## src/rtl/counter_sequencer.sv

```systemverilog
// Run controller for a WIDTH-bit up-counter: sequences IDLE/RUN/PAUSED/DONE,
// supports one-shot and auto-reload runs, and counts auto-reload completions.
module counter_sequencer #(
  parameter int WIDTH  = 4,
  parameter int WRAP_W = 8
) (
  input  logic              clk,
  input  logic              reset,
  input  logic              start,
  input  logic              stop,
  input  logic              pause,
  input  logic              load_en,
  input  logic [WIDTH-1:0]  load_val,
  input  logic              auto_reload,
  output logic [WIDTH-1:0]  count,
  output logic [1:0]        state,
  output logic              busy,
  output logic              done,
  output logic [WRAP_W-1:0] wraps
);

  typedef enum logic [1:0] {
    ST_IDLE   = 2'b00,
    ST_RUN    = 2'b01,
    ST_PAUSED = 2'b10,
    ST_DONE   = 2'b11
  } state_e;

  localparam logic [WIDTH-1:0]  CNT_ZERO  = {WIDTH{1'b0}};
  localparam logic [WIDTH-1:0]  CNT_ONE   = {{(WIDTH-1){1'b0}}, 1'b1};
  localparam logic [WIDTH-1:0]  TERM_RST  = {WIDTH{1'b1}};
  localparam logic [WRAP_W-1:0] WRAP_ZERO = {WRAP_W{1'b0}};
  localparam logic [WRAP_W-1:0] WRAP_ONE  = {{(WRAP_W-1){1'b0}}, 1'b1};
  localparam logic [WRAP_W-1:0] WRAP_MAX  = {WRAP_W{1'b1}};

  state_e              state_q, state_d;
  logic [WIDTH-1:0]    count_q, count_d;
  logic [WIDTH-1:0]    term_q, term_d;
  logic [WRAP_W-1:0]   wraps_q, wraps_d;
  logic                done_q, done_d;
  logic                busy_q, busy_d;

  function automatic logic [WRAP_W-1:0] sat_inc(input logic [WRAP_W-1:0] v);
    if (v == WRAP_MAX) begin
      sat_inc = v;
    end else begin
      sat_inc = v + WRAP_ONE;
    end
  endfunction

  // Next-state computation: stop beats pause beats start in every state.
  always_comb begin
    state_d = state_q;
    count_d = count_q;
    term_d  = term_q;
    wraps_d = wraps_q;
    done_d  = 1'b0;
    case (state_q)
      ST_IDLE: begin
        if (load_en) begin
          term_d = load_val;
        end else begin
          term_d = term_q;
        end
        if (stop || pause) begin
          state_d = ST_IDLE;
        end else if (start) begin
          state_d = ST_RUN;
          count_d = CNT_ZERO;
          wraps_d = WRAP_ZERO;
        end else begin
          state_d = ST_IDLE;
        end
      end
      ST_RUN: begin
        if (stop) begin
          state_d = ST_IDLE;
          count_d = CNT_ZERO;
        end else if (pause) begin
          state_d = ST_PAUSED;
        end else if (count_q == term_q) begin
          done_d = 1'b1;
          if (auto_reload) begin
            count_d = CNT_ZERO;
            wraps_d = sat_inc(wraps_q);
          end else begin
            state_d = ST_DONE;
          end
        end else begin
          count_d = count_q + CNT_ONE;
        end
      end
      ST_PAUSED: begin
        if (stop) begin
          state_d = ST_IDLE;
          count_d = CNT_ZERO;
        end else if (pause) begin
          state_d = ST_PAUSED;
        end else if (start) begin
          // Resume keeps the held value; a held terminal fires on the next RUN edge.
          state_d = ST_RUN;
        end else begin
          state_d = ST_PAUSED;
        end
      end
      ST_DONE: begin
        if (stop) begin
          state_d = ST_IDLE;
          count_d = CNT_ZERO;
        end else if (pause) begin
          state_d = ST_DONE;
        end else if (start) begin
          state_d = ST_RUN;
          count_d = CNT_ZERO;
          wraps_d = WRAP_ZERO;
        end else begin
          state_d = ST_DONE;
        end
      end
      default: begin
        state_d = ST_IDLE;
        count_d = CNT_ZERO;
      end
    endcase
    busy_d = (state_d == ST_RUN) || (state_d == ST_PAUSED);
  end

  // State and registered outputs; reset also restores the terminal to all ones.
  always_ff @(posedge clk or negedge reset) begin
    if (!reset) begin
      state_q <= ST_IDLE;
      count_q <= CNT_ZERO;
      term_q  <= TERM_RST;
      wraps_q <= WRAP_ZERO;
      done_q  <= 1'b0;
      busy_q  <= 1'b0;
    end else begin
      state_q <= state_d;
      count_q <= count_d;
      term_q  <= term_d;
      wraps_q <= wraps_d;
      done_q  <= done_d;
      busy_q  <= busy_d;
    end
  end

  assign count = count_q;
  assign state = state_q;
  assign busy  = busy_q;
  assign done  = done_q;
  assign wraps = wraps_q;

endmodule

```

## config.mk

```make
export PLATFORM = sky130hd
export DESIGN_NAME = counter_sequencer
export DESIGN_NICKNAME = d
export VERILOG_FILES = /design/src/rtl/counter_sequencer.sv
export SDC_FILE = /design/constraint.sdc
export NUM_CORES = 1
export LEC_CHECK = 0
export CORE_ASPECT_RATIO = 0.8
export CORE_MARGIN = 5
export CORE_UTILIZATION = 35
export DETAILED_ROUTE_END_ITERATION = 10
export GPL_ROUTABILITY_DRIVEN = 1
export PLACE_DENSITY_LB_ADDON = 0.15
export SYNTH_ARGS = -nofsm -noshare
export SYNTH_HDL_FRONTEND = slang
export SYNTH_SLANG_ARGS = --single-unit
```

## constraint.sdc

```tcl
create_clock -name clk -period 2.56 [get_ports clk]
set_clock_uncertainty 0.15 [all_clocks]
set_input_delay 0.256 -clock clk [delete_from_list [all_inputs] [get_ports clk]]
set_output_delay 0.256 -clock clk [all_outputs]
set_load 0.01 [all_outputs]
```

### Word level (Yosys, flattened, before mapping)

Cells that the tools add are included.

| cells by class | value |
|---|---|
| add/sub/neg operators | 2 |
| equality and inequality tests | 19 |
| muxes and demuxes | 37 |
| reductions and logical operators | 7 |

Operators by type and width:

| cell | count |
|---|---|
| $mux W8 | 9 |
| $mux W4 | 9 |
| $pmux W8 S3 | 1 |
| $mux W2 | 10 |
| $ne A2 B2 Y1 const B | 9 |
| $pmux W4 S4 | 1 |
| $reduce_and A9 Y1 | 1 |
| $add A8 B1 Y8 const B | 1 |
| $eq A8 B8 Y1 const B | 1 |
| $pmux W2 S4 | 1 |
| $eq A2 B2 Y1 const B | 3 |
| $mux W1 | 6 |
| $ne A3 B3 Y1 const B | 2 |
| $reduce_and A5 Y1 | 1 |
| $add A4 B1 Y4 const B | 1 |
| $eq A2 B1 Y1 const B | 2 |
| $eq A4 B4 Y1 | 1 |
| $ne A4 B4 Y1 const B | 1 |
| $reduce_bool A3 Y1 | 1 |
| $logic_not A2 Y1 | 1 |
| $logic_or A1 B1 Y1 | 2 |
| $reduce_and A2 Y1 | 1 |

| storage, ports and cells | value |
|---|---|
| register bits | 20 |
| input bits | 11 |
| output and inout port bits | 16 |
| word-level logic and storage cells | 71 |

### Depth between registers and ports, before layout

Gate-level depths: netlist (run 1).

| logic depth | value |
|---|---|
| word-level depth | 7 |
| mapped depth | 6 |
| depth with buffers taken out | 6 |

### Worst setup path before layout (run 1)

OpenSTA, ideal clock, no wires.

| timing | value |
|---|---|
| path kind | register -> register |
| start | register term_q[2] |
| end | register wraps_q[4], in the netlist wraps[4] |
| library setup time | 0.077 ns |
| data arrival time | 1.803 ns |
| required time | 2.333 ns |
| slack | 0.529 ns |
| stages on the path, launching flop included | 6 |
| buffers on the path | 0 |
| period minus slack after synthesis | 2.031 ns |
| cell sequence | dfstp_2 > xnor2_2 > nand4_4 > or4_4 > or3_1 > a21oi_1 |

| between the ends | value |
|---|---|
| cells in the longest elaborated chain, start to end | 3 |

RTL lines:

| item | RTL line | text |
|---|---|---|
| start, declared | 38 | `logic [WIDTH-1:0] term_q, term_d;` |
| start signal, assigned | 140 | `term_q <= term_d;` |
| $eq A4 B4 Y1 | 81 | `end else if (count_q == term_q) begin` |
| $ne A2 B2 Y1 (no source line) | -- |  |
| $reduce_and A9 Y1 (no source line) | -- |  |
| end signal, assigned | 141 | `wraps_q <= wraps_d;` |
| end, declared | 39 | `logic [WRAP_W-1:0] wraps_q, wraps_d;` |

No other way between the ends.
A chain may end at the register's enable or synchronous reset.

### Final worst setup path (run 1)

| timing | value |
|---|---|
| start | register term_q[0] |
| end | register wraps_q[6], in the netlist wraps[6] |

The elaborated chain is that of the path after synthesis.

==> results.md, run 1 <==
* Status: complete, no violations
* DIE WIDTH at ~73 um
* Cell internal power dissipation at 615 uW
* Total wire length after detailed routing at 2.31 mm
* First-pass GRT wire length at just under 4 mm
* Final Hold Viols at 0
* Max-cap violations at 0
* Combinational group share of total power at ~15%
* Number of global-route vias before repair at between 900 and 1000
* Power spent charging and discharging nets at 179 uW
* Detailed placement HPWL at 1.76 mm
* EDFF count, synth at 0
* Fillcell total at 302
* Final Setup Violations at 0
* Total power per unit cell area at 534 nW/um^2
* CTS H-tree lvls at 1
* Number of top-level pins at 27
* Area of the core at around 3000 sq um
* Timing endpoint of the critical path: wraps[6]$_DFFE_PN0P_
* Sequential-to-total area share from yosys stat at 46.1%
* Number of antenna repair diodes at 0
* Buffer depth of the longest clock path at 2
* Switching share of power at 22.5%
* Count of state elements after synthesis at 20
* Maximum number of pins on one net before global-route repair at 21
* Final Core Density at 48.9%
* Max frequency at 466 MHz
* Slack of the worst reg-to-reg path at 420 ps
* Most common library cell in the layout ignoring fill and taps: clkdlybuf4s50_1
* Number of resized instances in the post-cts repair step at 0
* Portion of total power attributed to the clock network at 39.9%
* Post-route total power at 794 uW
* Weighted congestion reported at the end of routability-driven placement at 0.837
* TritonCTS clock tree: built
* Hold bufs inserted after CTS at 0
* Starting Density at a little over a third
* Headroom to the max-slew limit at 62.3%
* TritonCTS Sinks at 20
* Number of standard-cell rows in the floorplan at 18
* Number of warnings issued by yosys at 0
* Setup repair after global routing missed its margin: false
* Worst vdd rail ir drop at around 0.30 mV
* Clock root buffer: clkbuf_8
* Y dimension of the die at 60.1 um
* Setup tns final at 0 ps
* Endpoint type of the worst setup path: flop
* Worst Reg2Reg Path Length in Cells at 5
* Fraction of final layout cells sized beyond drive strength 1 at 16.8%
* Cell at the slowest stage of the critical path: or4_4
* Proportion of register bits with asynchronous set or reset after synthesis at 100%
* Total congestion overflow after global routing at 0
* Endpoint of the lowest-slack register-to-register path: wraps[6]$_DFFE_PN0P_
* Clock buffers created by TritonCTS at 3
* Commonest non-fill, non-tap cells in the layout: 26 x clkdlybuf4s50_1, 16 x dfrtp_1, 11 x nor2_1
* Crit Reg-Reg Startpoint: term_q[0]$_DFFE_PN1P_
* Dominant synthesized flop cell: dfrtp_1
* First drt pass iteration count at 4
* Total Nets Final at 151
* Critical path launch point: term_q[0]$_DFFE_PN1P_
* Max-slew violation count at 0
* Kind of start point of the critical path: flop
* Setup Fix Bufs, Post-CTS at 0
* Cell leakage power at 0.000621 uW
* Routed wire length per instance at 13.1 um
* Initial antenna violation count at 0
* Number of instances in the synthesized netlist at 106
* Skew-Pair Late Insertion Delay at 260 ps
* Total nets after synthesis at 119
* Final critical path time including I/O delays and setup at 2140 ps
* CP peak stage delay at 590 ps
* Worst slew pin tran at 564 ps
* Crit path required time at 2600 ps
* Sequential power share at 45.4%
* Routed via count at 876
* Ratio of final minimum period to clock period at 83.8%
* Total die area at 4360 sq um
* Syn Area/Cell at between 10 and 15 sq um
* Unique cell type count in the Yosys netlist at 33
* Layout-stage area growth over the synthesis result at 35.7%
* Netlist Area Pre-Place at 1100 sq um
* Chain of cells forming the critical path: xnor2_2, nand4_4, or4_4, or3_1, a21oi_1
* Critical Path AT at 2190 ps
* Start-to-end type of the worst setup path: reg -> reg
* Number of vias per cell at between 4 and 5
* Clk pin slew, worst setup/hold paths at around 80 ps
* Number of remaining DRC errors at 0
* Starting DRC count in detailed routing at 21
* Overall global routing resource usage at between 10% and 20%
* Max FO, Critical Path at 7
* Worst hold path type: in -> async
* Detail Route Antenna Nets at 0
* Input/output buffers at 26
[flip-flops by register name, summed over array words and instances (netlist names)]
name,flops
term_q,4
done,1
count,4
wraps,8
state,2
busy,1
[power by group through the flow]
stage	Combinational, uW	Clock, uW	Sequential (uW)
after floorplan	68.0	0	365
after global placement	116	0	366
after detailed placement	117	0	367
after CTS	118	329	361
after global routing	127	339	364
final	116	317	361
[kinds of logic (layout without fill, tap and decap cells)]
kind of cell / Yosys count / in the layout / share of synthesized area, %
DFF: 20 / 20 / 46.1
and+or+nand+nor: 45 / 45 / 23.9
AOI/OAI and AO/OA: 18 / 18 / 10.0
xor gates and xnor gates: 8 / 8 / 9.13
adders and majority gates: 2 / 2 / 2.28
buffers and inverters: 7 / 38 / 2.51
muxes: 6 / 6 / 6.05
[stage by stage]
step                worst slack (ps)  instance area [sq um]  hold slack [ps]  cells
global placement                 314                   1420              372    173
finish                           416                   1490              185    177
floorplan                        529                   1100             -190    106
CTS                              397                   1490              187    177
detailed placement               245                   1420              376    173
global route                     319                   1490              212    177
[how the worst min path moves through the flow]
stage                      endpoint  cells past startpoint  slack [ps]                  from
2_1_floorplan        busy$_DFF_PN0_                      0        -190                 reset
3_3_place_gp   wraps[0]$_DFFE_PN0P_                      1         370  wraps[0]$_DFFE_PN0P_
3_5_place_dp   wraps[0]$_DFFE_PN0P_                      1         380  wraps[0]$_DFFE_PN0P_
4_1_cts        wraps[6]$_DFFE_PN0P_                      2         190                 reset
5_1_grt        wraps[6]$_DFFE_PN0P_                      2         210                 reset
6_report       wraps[6]$_DFFE_PN0P_                      2         180                 reset
[cell usage after synthesis (3+ instances only)]
cell,number,area (sq um)
nor2_1,11,41.3
a21oi_1,4,20.0
mux2_2,5,56.3
o21ai_0,8,40.0
dfstp_2,4,105
inv_1,6,22.5
xnor2_2,4,65.1
nand2_1,6,22.5
dfrtp_1,16,400
nor3b_1,4,30.0
xnor2_1,3,26.3
nand3_1,7,35.0
[routing by layer]
| metal | GRT usage (%) | routed length, um | up-vias |
|---|---|---|---|
| met3 | 4.54 | 132 | 2 |
| li1 | - | - | 439 |
| met4 | 3.68 | 22 | 0 |
| met5 | 0 | 0 | - |
| met2 | 18.1 | 1020 | 21 |
| met1 | 15.1 | 1140 | 414 |
[critical path: cells and delay by family (launching register included)]
| family | cells | cell delay, ps |
|---|---|---|
| flip-flops | 1 | 560 |
| XOR/XNOR | 1 | 130 |
| AND/OR/NAND/NOR | 3 | 1080 |
| AO/OA/AOI/OAI | 1 | 140 |
[area by class of cell]
class | count | area (sq um) | share of cell area [%]
Multi-Input combinational cell | 79 | 563 | 37.8
Sequential cell | 20 | 505 | 34.0
Timing Repair Buffer | 28 | 275 | 18.5
Tap cell | 40 | 50.0 | 3.36
Clock buffer | 3 | 41.3 | 2.78
Clock inverter | 1 | 30.0 | 2.02
Inverter | 6 | 22.5 | 1.51
No activity file was read; power rests on OpenSTA's default activity.
==> inputs of run 2 (changes only) <==
- clock period: 2.56 -> 1.7 ns (I/O delays scaled with it)
==> run 2 against run 1 <==
  * The flow now finishes with violations (negative setup slack)
  * Non-clock buffer count up 26
  * Sequential share of layout area shrank 5.3 points
  * Worst hold slack worse by 93 ps
  * Setup slack got worse by 700 ps
  * Core utilization up 9.3 points
  * Final cell count rose by 15%
  * Routed wire length up 15%
  * Largest power group unchanged
==> results.md, run 2 (same netlist as run 1, synthesis figures left out) <==
* Layout-stage area growth over the synthesis result at 61.4% (was 35.7%)
* Max-cap violations at 0 (unchanged)
* Kind of start point of the critical path: flop (unchanged)
* Total die area at 4360 sq um (unchanged)
* Start-to-end type of the worst setup path: reg -> reg (unchanged)
* Max FO, Critical Path at 4 (was 7)
* Failing checks: negative setup slack
* CTS H-tree lvls at 1 (unchanged)
* Commonest non-fill, non-tap cells in the layout: 27 x buf_4, 24 x clkdlybuf4s50_1, 15 x dfrtp_1 (was 26 x clkdlybuf4s50_1, 16 x dfrtp_1, 11 x nor2_1)
* Clk pin slew, worst setup/hold paths at 80 ps (about the same)
* Total congestion overflow after global routing at 0 (unchanged)
* Crit Reg-Reg Startpoint: term_q[2]$_DFFE_PN1P_ (was term_q[0]$_DFFE_PN1P_)
* Routed wire length per instance at 13.1 um (about the same)
* TritonCTS clock tree: built (unchanged)
* Dpl cell area at 1630 sq um (was 1420 sq um)
* Number of vias per cell at 4.76 (was 4.95)
* Initial antenna violation count at 0 (unchanged)
* Cell leakage power at 0.000797 uW (was 0.000621 uW)
* Number of top-level pins at 27 (unchanged)
* Post-route total power at 1240 uW (was 794 uW)
* Hold bufs inserted after CTS at 0 (unchanged)
* Endpoint of the lowest-slack register-to-register path: wraps[6]$_DFFE_PN0P_ (unchanged)
* Status: finished, violations left (was complete, no violations)
* Crit path required time at 1750 ps (was 2600 ps)
* Number of remaining DRC errors at 0 (unchanged)
* DIE WIDTH at 72.6 um (unchanged)
* Maximum number of pins on one net before global-route repair at 21 (unchanged)
* Detailed placement HPWL at 2.03 mm (was 1.76 mm)
* Number of global-route vias before repair at 978 (was 907)
* Worst Reg2Reg Path Length in Cells at 5 (unchanged)
* Setup repair after global routing missed its margin: true (was false)
* Fraction of final layout cells sized beyond drive strength 1 at 37.4% (was 16.8%)
* Worst setup timing slack at the placement stage at -371 ps (was 245 ps)
* Most common library cell in the layout ignoring fill and taps: buf_4 (was clkdlybuf4s50_1)
* Y dimension of the die at 60.1 um (unchanged)
* Weighted congestion reported at the end of routability-driven placement at 0.814 (was 0.837)
* Clock buffers created by TritonCTS at 3 (unchanged)
* Max reg flops at 8 (unchanged)
* Detail Route Antenna Nets at 0 (unchanged)
* Number of standard-cell rows in the floorplan at 18 (unchanged)
* Max frequency at 504 MHz (was 466 MHz)
* Worst hold path type: in -> async (unchanged)
* Overall global routing resource usage at 13.2% (was 11.7%)
* Worst vdd rail ir drop at 0.550 mV (was 0.304 mV)
* Total wire length after detailed routing at 2.67 mm (was 2.31 mm)
* Skew-Pair Late Insertion Delay at 270 ps (was 260 ps)
* First-pass GRT wire length at 4.38 mm (was 3.94 mm)
* Worst slew pin tran at 260 ps (was 564 ps)
* Area of the core at 3040 sq um (unchanged)
* Max-slew violation count at 0 (unchanged)
* Headroom to the max-slew limit at 82.7% (was 62.3%)
* Routed via count at 966 (was 876)
* First drt pass iteration count at 4 (unchanged)
* Buffer depth of the longest clock path at 2 (unchanged)
* Ratio of final minimum period to clock period at 117% (was 83.8%)
* Critical Path AT at 2030 ps (was 2190 ps)
* Final critical path time including I/O delays and setup at 1980 ps (was 2140 ps)
* Clock root buffer: clkbuf_8 (unchanged)
* Endpoint type of the worst setup path: flop (unchanged)
* TritonCTS Sinks at 20 (unchanged)
* Final standard cell area without fillers at 1770 sq um (was 1490 sq um)
* PnR worst setup slack at -283 ps (was 416 ps)
* Total Nets Final at 177 (was 151)
* Slack of the worst reg-to-reg path at -280 ps (was 420 ps)
* Total power per unit cell area at 703 nW/um^2 (was 534 nW/um^2)
* Starting Density at 36.0% (unchanged)
* Number of antenna repair diodes at 0 (unchanged)
* Worst hold slack at 91.8 ps (was 185 ps)
* Final Hold Viols at 0 (unchanged)
* Starting DRC count in detailed routing at 18 (was 21)
* Final Setup Violations at 13 (was 0)
* Input/output buffers at 26 (unchanged)
==> run 2: cell types whose count changed in the layout (fill, tap and decap cells not counted), sizes merged <==
cell	previous run	this run
clkdlybuf4s50	26	24
buf	2	28
dlymetal6s2s	0	2
==> run 2: layout make-up <==
| cell class | instances | area (sq um) |
|---|---|---|
| clock buffer | 3 | 41.3 |
| clock inverter | 1 | 30.0 |
| fill | 267 | 1270 |
| inverter | 6 | 22.5 |
| multi-input combinational | 79 | 639 |
| sequential | 20 | 507 |
| tap | 40 | 50.0 |
| timing repair buffer | 54 | 479 |
==> run 2: worst max-delay path, cell delays in order, from the launching register on <==
cell and delay, ps:
dfstp_2 560, xnor2_2 130, nand4_4 150, or4_4 460
or3_1 340, a21oi_2 120
==> run 2: worst max path at each step <==
stage | slack (ps) | start | depth (start not counted) | to
after detailed placement | -370 | pause | 6 | wraps[6]$_DFFE_PN0P_
after global routing | -340 | term_q[2]$_DFFE_PN1P_ | 5 | busy$_DFF_PN0_
final | -280 | term_q[2]$_DFFE_PN1P_ | 5 | wraps[6]$_DFFE_PN0P_
after floorplan | -250 | state[1]$_DFF_PN0_ | 5 | wraps[4]$_DFFE_PN0P_
after CTS | -270 | term_q[3]$_DFFE_PN1P_ | 5 | wraps[6]$_DFFE_PN0P_
after global placement | -330 | pause | 6 | wraps[4]$_DFFE_PN0P_
==> run 2: metal layers <==
metal | wire length, um | track usage [%]
met1 | 1270 | 16.5
met5 | 0 | 0
met3 | 148 | 4.54
met4 | 22 | 3.16
met2 | 1220 | 22.0
==> run 2: what timing repair did <==
action	CTS	global route
resized for setup	5	9
gates cloned	0	0
pin swaps	2	2
setup buffers	1	0
setup endpoints to repair	13	16
==> run 2: through the flow <==
stage               util [%]  cells  TNS, ps
floorplan                  -    106     -986
global placement        53.7    198    -2500
detailed placement      53.7    198    -2740
CTS                     57.0    203    -2720
global route            58.2    203    -3530
finish                  58.2    203    -2680
==> run 2: where the power goes <==
group	internal (uW)	switching, uW
logic	125	99.2
clock network	315	170
registers	512	21.1
total	953	290
==> inputs of run 3 (changes only) <==
- CAP_MARGIN: not set -> 20
- PLACE_DENSITY_LB_ADDON: 0.15 -> not set
==> run 3 against run 2 <==
  * The run still ends with negative setup slack left
  * Maximum frequency decreased by 0.39%
  * Count of clock-buffer cells in the layout unchanged
  * Critical path depth unchanged
  * Global-route usage increased by 1.6 points
  * Flip-flop and latch count unchanged
  * Design area increased by 2.3%
  * Critical endpoint is now busy$_DFF_PN0_
==> results.md, run 3 (same netlist as run 1, synthesis figures left out) <==
* Worst hold path type: in -> async (unchanged)
* Clock root buffer: clkbuf_8 (unchanged)
* CTS H-tree lvls at 1 (unchanged)
* Skew-Pair Late Insertion Delay at 260 ps (was 270 ps)
* Crit path required time at 1700 ps (was 1750 ps)
* Worst vdd rail ir drop at 0.418 mV (was 0.550 mV)
* Max-cap violations at 0 (unchanged)
* Number of top-level pins at 27 (unchanged)
* Final Hold Viols at 0 (unchanged)
* Number of vias per cell at 4.77 (was 4.76)
* Headroom to the max-slew limit at 69.6% (was 82.7%)
* Y dimension of the die at 60.1 um (unchanged)
* Detailed placement HPWL at 2.13 mm (was 2.03 mm)
* Maximum number of pins on one net before global-route repair at 21 (unchanged)
* Kind of start point of the critical path: flop (unchanged)
* Fraction of final layout cells sized beyond drive strength 1 at 38.4% (was 37.4%)
* TritonCTS clock tree: built (unchanged)
* Total power per unit cell area at 694 nW/um^2 (was 703 nW/um^2)
* Max FO, Critical Path at 4 (unchanged)
* Crit path depth at 5 (unchanged)
* First drt pass iteration count at 3 (was 4)
* Cell at the slowest stage of the critical path: dfstp_2 (unchanged)
* Max frequency at 502 MHz (was 504 MHz)
* Cell leakage power at 0.000842 uW (was 0.000797 uW)
* Buffer depth of the longest clock path at 2 (unchanged)
* Detail Route Antenna Nets at 0 (unchanged)
* Starting Density at 36.0% (unchanged)
* Slack of the worst reg-to-reg path at -290 ps (was -280 ps)
* Endpoint of the lowest-slack register-to-register path: busy$_DFF_PN0_ (was wraps[6]$_DFFE_PN0P_)
* Failing checks: negative setup slack (unchanged)
* CP peak stage delay at 590 ps (was 560 ps)
* Total congestion overflow after global routing at 0 (unchanged)
* Met3 wirelength from detailed routing at 65 um (was 148 um)
* Dpl cell area at 1630 sq um (unchanged)
* Endpoint type of the worst setup path: flop (unchanged)
* Weighted congestion reported at the end of routability-driven placement at 0.818 (was 0.814)
* Kind of cell adding the most delay to the critical path: simple AND/OR/NAND/NOR gates (unchanged)
* Final Setup Violations at 13 (unchanged)
* Max reg flops at 8 (unchanged)
* Status: finished, violations left (unchanged)
* Number of antenna repair diodes at 0 (unchanged)
* Total Nets Final at 178 (was 177)
* Commonest non-fill, non-tap cells in the layout: 28 x buf_4, 22 x clkdlybuf4s50_1, 14 x dfrtp_1 (was 27 x buf_4, 24 x clkdlybuf4s50_1, 15 x dfrtp_1)
* Total die area at 4360 sq um (unchanged)
* Final standard cell area without fillers at 1810 sq um (was 1770 sq um)
* Clk pin slew, worst setup/hold paths at 80 ps (about the same)
* Routed wire length per instance at 13.8 um (was 13.1 um)
* Worst Reg2Reg Path Length in Cells at 5 (unchanged)
* Inst Count DP at 198 (unchanged)
* Number of global-route vias before repair at 1049 (was 978)
* Ratio of final minimum period to clock period at 117% (about the same)
* Starting DRC count in detailed routing at 30 (was 18)
* Wire length the detailed router placed on met1 at 1.32 mm (was 1.27 mm)
* Overall global routing resource usage at 14.8% (was 13.2%)
* TritonCTS Sinks at 20 (unchanged)
* First-pass GRT wire length at 4.84 mm (was 4.38 mm)
* Setup repair after global routing missed its margin: true (unchanged)
* Start-to-end type of the worst setup path: reg -> reg (unchanged)
* Critical Path AT at 1990 ps (was 2030 ps)
* Final Core Density at 59.5% (was 58.2%)
* PnR worst setup slack at -291 ps (was -283 ps)
* Input/output buffers at 26 (unchanged)
* Crit Reg-Reg Startpoint: term_q[1]$_DFFE_PN1P_ (was term_q[2]$_DFFE_PN1P_)
* Clock buffers created by TritonCTS at 3 (unchanged)
* Most common library cell in the layout ignoring fill and taps: buf_4 (unchanged)
* DIE WIDTH at 72.6 um (unchanged)
* Area of the core at 3040 sq um (unchanged)
* Routed via count at 974 (was 966)
* Number of remaining DRC errors at 0 (unchanged)
* Worst slew pin tran at 454 ps (was 260 ps)
* Total wire length after detailed routing at 2.82 mm (was 2.67 mm)
* Layout-stage area growth over the synthesis result at 65.1% (was 61.4%)
* Uppermost routed layer: met4 (unchanged)
* Total buffers and inverters traversed by the critical path at 0 (unchanged)
* Final critical path time including I/O delays and setup at 1990 ps (was 1980 ps)
* Initial antenna violation count at 0 (unchanged)
* Number of standard-cell rows in the floorplan at 18 (unchanged)
* Hold bufs inserted after CTS at 0 (unchanged)
* Final Non-Filler Cells at 204 (was 203)
* WL met2 at 1.38 mm (was 1.22 mm)
* Chain of cells forming the critical path: xnor2_4, nand4_4, or4_4, a221oi_4, nor2_1 (was xnor2_2, nand4_4, or4_4, or3_1, a21oi_2)
* Max-slew violation count at 0 (unchanged)
==> run 3: area by class of cell <==
cell class                      instances  area (sq um)
Clock buffer                            3          41.3
Clock inverter                          1          30.0
Fill cell                             274          1230
Inverter                                6          22.5
Multi-Input combinational cell         79           666
Sequential cell                        20           508
Tap cell                               40          50.0
Timing Repair Buffer                   55           492
==> run 3: worst reg2reg max path, delay by kind of cell (launching register included) <==
family / cells / cell delay [ps]
DFF: 1 / 590
AOI/OAI and AO/OA: 1 / 260
xor gates and xnor gates: 1 / 140
and+or+nand+nor: 3 / 750
==> run 3: routing by layer <==
layer / vias up / global-route usage [%]
met3: 4 / 2.35
met4: 0 / 7.63
met1: 463 / 19.2
met5: - / 0
met2: 14 / 23.8
li1: 493 / -
==> run 3: where the power goes <==
part | internal, uW | switching, uW
Clock | 314 | 164
Combinational | 134 | 104
Sequential | 513 | 25.9
==> run 3: how the worst max path moves through the flow <==
stage	start	end	slack [ps]
2_1_floorplan	state[1]$_DFF_PN0_	wraps[4]$_DFFE_PN0P_	-250
3_3_place_gp	pause	wraps[4]$_DFFE_PN0P_	-340
3_5_place_dp	pause	wraps[6]$_DFFE_PN0P_	-370
4_1_cts	term_q[2]$_DFFE_PN1P_	wraps[6]$_DFFE_PN0P_	-300
5_1_grt	term_q[1]$_DFFE_PN1P_	busy$_DFF_PN0_	-380
6_report	term_q[1]$_DFFE_PN1P_	busy$_DFF_PN0_	-290
==> run 3: repair_timing <==
item | 4_1_cts | 5_1_grt
buffers inserted | 0 | 2
pin swaps | 1 | 1
gates resized for setup | 6 | 13
setup endpoints to repair | 13 | 17
==> run 3: per-stage QoR <==
stage	TNS (ps)	power [uW]	setup WS, ps	hold slack [ps]
6_report	-2840	1260	-291	93.1
5_1_grt	-3920	1310	-382	125
4_1_cts	-2550	1250	-298	103
3_5_place_dp	-2790	766	-372	391
3_3_place_gp	-2590	758	-336	380
2_1_floorplan	-986	658	-252	-276
